File: src/rtl/serial_adder.sv
// rtl/serial_adder.sv - bit-serial adder/subtractor, one result bit per clock, LSB first
module serial_adder #(
  parameter int WIDTH = 8
) (
  input  logic             clk,
  input  logic             rst_n,
  input  logic             start,
  input  logic             sub,
  input  logic [WIDTH-1:0] a,
  input  logic [WIDTH-1:0] b,
  output logic             busy,
  output logic             done,
  output logic [WIDTH-1:0] sum,
  output logic             carry_out,
  output logic             overflow
);

  localparam int CW = $clog2(WIDTH + 1);
  localparam logic [CW-1:0] LAST = CW'(WIDTH - 1);

  typedef enum logic [1:0] {IDLE, RUN, DONE} state_t;

  state_t           state;
  logic [WIDTH-1:0] a_sh;
  logic [WIDTH-1:0] b_sh;
  logic [WIDTH-1:0] s_sh;
  logic [WIDTH-1:0] s_nx;
  logic [WIDTH:0]   s_cat;
  logic [CW-1:0]    cnt;
  logic             sub_r;
  logic             cy;
  logic             fa_a;
  logic             fa_b;
  logic             fa_s;
  logic             fa_c;

  // Single full-adder cell; B is inverted in subtract mode (carry FF preloaded with 1)
  always_comb begin
    fa_a  = a_sh[0];
    fa_b  = b_sh[0] ^ sub_r;
    fa_s  = fa_a ^ fa_b ^ cy;
    fa_c  = (fa_a & fa_b) | (cy & (fa_a ^ fa_b));
    s_cat = {fa_s, s_sh};
    s_nx  = s_cat[WIDTH:1];
  end

  // Control FSM plus datapath shift registers; visible results only update on completion
  always_ff @(posedge clk) begin
    if (!rst_n) begin
      state     <= IDLE;
      busy      <= 1'b0;
      done      <= 1'b0;
      sum       <= '0;
      carry_out <= 1'b0;
      overflow  <= 1'b0;
      cnt       <= '0;
      cy        <= 1'b0;
      sub_r     <= 1'b0;
      a_sh      <= '0;
      b_sh      <= '0;
      s_sh      <= '0;
    end else begin
      case (state)
        IDLE: begin
          done <= 1'b0;
          if (start) begin
            a_sh  <= a;
            b_sh  <= b;
            sub_r <= sub;
            cy    <= sub;
            cnt   <= '0;
            s_sh  <= '0;
            busy  <= 1'b1;
            state <= RUN;
          end
        end
        RUN: begin
          a_sh <= a_sh >> 1;
          b_sh <= b_sh >> 1;
          s_sh <= s_nx;
          cy   <= fa_c;
          cnt  <= cnt + CW'(1);
          if (cnt == LAST) begin
            state     <= DONE;
            busy      <= 1'b0;
            done      <= 1'b1;
            sum       <= s_nx;
            carry_out <= fa_c;
            overflow  <= cy ^ fa_c;
          end
        end
        DONE: begin
          done  <= 1'b0;
          state <= IDLE;
        end
        default: begin
          busy  <= 1'b0;
          done  <= 1'b0;
          state <= IDLE;
        end
      endcase
    end
  end

endmodule

File: config.mk
export PLATFORM = sky130hd
export DESIGN_NAME = serial_adder
export DESIGN_NICKNAME = d
export VERILOG_FILES = /design/src/rtl/serial_adder.sv
export SDC_FILE = /design/constraint.sdc
export NUM_CORES = 1
export LEC_CHECK = 0
export ABC_AREA = 1
export CAP_MARGIN = 20
export CORE_ASPECT_RATIO = 1.5
export CORE_UTILIZATION = 54
export CTS_CLUSTER_DIAMETER = 60
export DETAILED_ROUTE_END_ITERATION = 7
export PLACE_DENSITY = 0.91
export SLEW_MARGIN = 20
export SYNTH_ARGS = -nofsm -noshare
export SYNTH_HDL_FRONTEND = slang
export SYNTH_SLANG_ARGS = --single-unit
File: constraint.sdc
create_clock -name clk -period 2.9 [get_ports clk]
set_input_delay 0.435 -clock clk [delete_from_list [all_inputs] [get_ports clk]]
set_output_delay 0.435 -clock clk [all_outputs]
set_load 0.02 [all_outputs]
==> qor.csv <==
metric;value;unit
hp-class;reg -> reg;
cts_tree;yes;
synth-seq-area-share;0.502;
rsz0062_at_grt;false;
clk_path_buf_depth;2;
ir_drop;0.505;mV
synth_fp_nets;232;
path_class;reg -> out;
drt_first_iter_violations;46;
num_antenna_cells;0;
wl_per_cell;11.8;um
avgViaCountPerCell;5.22;
cts_setup_buffers;0;
dp_hpwl;2130;um
firstDrtPassIters;4;
clkLatencyLatePin;300;ps
place.gp.congestion;0.733;
h-tree-depth;2;
die-area;3410;sq um
fin_ws;1220;ps
cp_max_fo;2;
tightest_slew;668;ps
leakage;0.000757;uW
max_stage_delay;600;ps
regToRegStartpoint;cnt[0];
hold_buffers;0;
pre_cts_slack;1020;ps
grt_max_degree;30;
r2r_slack;1280;ps
required;2470;ps
vias;1457;
syn_area;1720;sq um
portBuffers;31;
crit_family;buffers and inverters;
hold_viol;0;
grt_pass1_vias;1307;
core_area;2970;sq um
regToRegEndpoint;sum[4];
nets;261;
track_usage;0.228;
clock.fmax;594;MHz
timing.final.crit_share;0.580;
cts_resized;0;
outcome;finished, final reports clean;
cp.arrival;1250;ps
hold_end;done;
grt_pass1_wl;5530;um
clk_pin_slew_worst_paths;80;ps
die_h;71.0;um
postSynthCellCount;210;
drive_above_1_share;0.0875;
cap_violations;0;
finalSetupViolCount;0;
ant_nets;0;
end_kind;output pin;
timing.critical_path.buf_inv;1;
p_total;1160;uW
drv_slew;0;
worstHoldStart;done;
initial_core_util;0.577;
yosys_warnings;0;
crit_slowest_cell;clkdlybuf4s50_1;
cp_cell_sequence;clkdlybuf4s50_1;
totalWireLength;3280;um
ys_ff_latch;43;
drc;0;
skew;7.88;ps
fin_tns_setup;0;ps
io_pins;32;
clock-root-buffer;clkbuf_8;
pwr_density_cell;550;nW/um^2
syn_avg_cell_area;8.17;sq um
rows;24;
synthDistinctLibCells;27;
holdPathStages;2;
startpoint_type;flop;
antenna_found_initial;0;
cts-buffers-inserted;5;
period_needed;1680;ps
cts.sinks;43;
area_delta_synth_final;22.5;%
fin_hold_ws;459;ps
r2r_cells;6;
grt-ovfl-total;0;
max-slew-margin-rel;0.553;
die_w;48.0;um
-- cell type report --
cell class | count | area [sq um]
multi-input combinational | 145 | 723
clock inverter | 1 | 7.51
fill | 222 | 871
tap | 39 | 48.8
clock buffer | 7 | 96.3
timing repair buffer | 32 | 318
inverter | 12 | 47.5
sequential | 43 | 861
-- placed cells by master, fill, tap and decap left out, drive strengths merged --
cell type and instances:
a21oi 13, a22oi 5, a31oi 15, buf 1, clkbuf 7, clkdlybuf4s50 31
clkinvlp 1, dfxtp 43, fa 1, ha 1, inv 12, nand2 64
nand3 5, nand3b 1, nor2 22, o21ai 15, or2 1, xnor2 2
-- worst reg2reg max path: stages (launching register included) --
cell and delay [ps]:
dfxtp_1 390, ha_1 210, nand3_1 190, nor2_4 320, inv_1 220, nor2_1 130, nor2_1 50
-- cells by family (layout without fill, tap and decap cells) --
family,count (synthesis),in the layout,share of synthesized area
fa+ha+maj,2,2,0.0190
compound gates,48,48,0.167
xor+xnor,2,2,0.0102
flops,43,43,0.502
simple gates,93,93,0.225
buf+inv,22,52,0.0766
-- state kept, by name, indices dropped and copies added (netlist names) --
name / flops
a_sh: 8
b_sh: 8
sum: 8
s_sh: 7
cnt: 4
state: 2
busy: 1
carry_out: 1
cy: 1
done: 1
overflow: 1
sub_r: 1
-- metrics by stage --
step	std cells	cell area (sq um)	util
2_1_floorplan	210	1720	-
3_3_place_gp	271	2000	0.672
3_5_place_dp	271	2000	0.672
4_1_cts	279	2100	0.707
5_1_grt	279	2100	0.707
6_report	279	2100	0.707
-- Yosys cell counts (all sizes together) --
master	instances	area [sq um]
a21oi	13	68.8
a22oi	5	37.5
a31oi	15	93.8
buf	8	72.6
clkbuf	2	11.3
dfxtp	43	861
fa	1	20.0
ha	1	12.5
inv	12	47.6
nand2	64	248
nand3	5	25.0
nand3b	1	7.51
nor2	22	100
o21ai	15	86.3
or2	1	6.26
xnor2	2	17.5
-- how the worst max path moves through the flow --
stage / endpoint / depth (start not counted) / from
after floorplan: cy / 4 / b_sh[0]
after global placement: a_sh[5] / 4 / start
after detailed placement: a_sh[6] / 4 / start
after CTS: carry_out / 1 / carry_out
after global routing: sum[4] / 6 / cnt[0]
final: carry_out / 1 / carry_out
-- where the power goes --
part / switching (uW) / leakage [uW] / total, uW / internal (uW)
Clock: 203 / 0.0000505 / 420 / 216
Combinational: 61.8 / 0.000357 / 113 / 50.7
Sequential: 13.8 / 0.000350 / 625 / 611
-- layer usage --
| metal | GRT usage | up-vias | part of all wire |
|---|---|---|---|
| li1 | - | 743 | - |
| met1 | 0.271 | 661 | 0.43 |
| met2 | 0.345 | 44 | 0.50 |
| met3 | 0.0791 | 9 | 0.046 |
| met4 | 0.127 | 0 | 0.024 |
| met5 | 0 | - | 0 |
(Power assumes the default switching activity.)
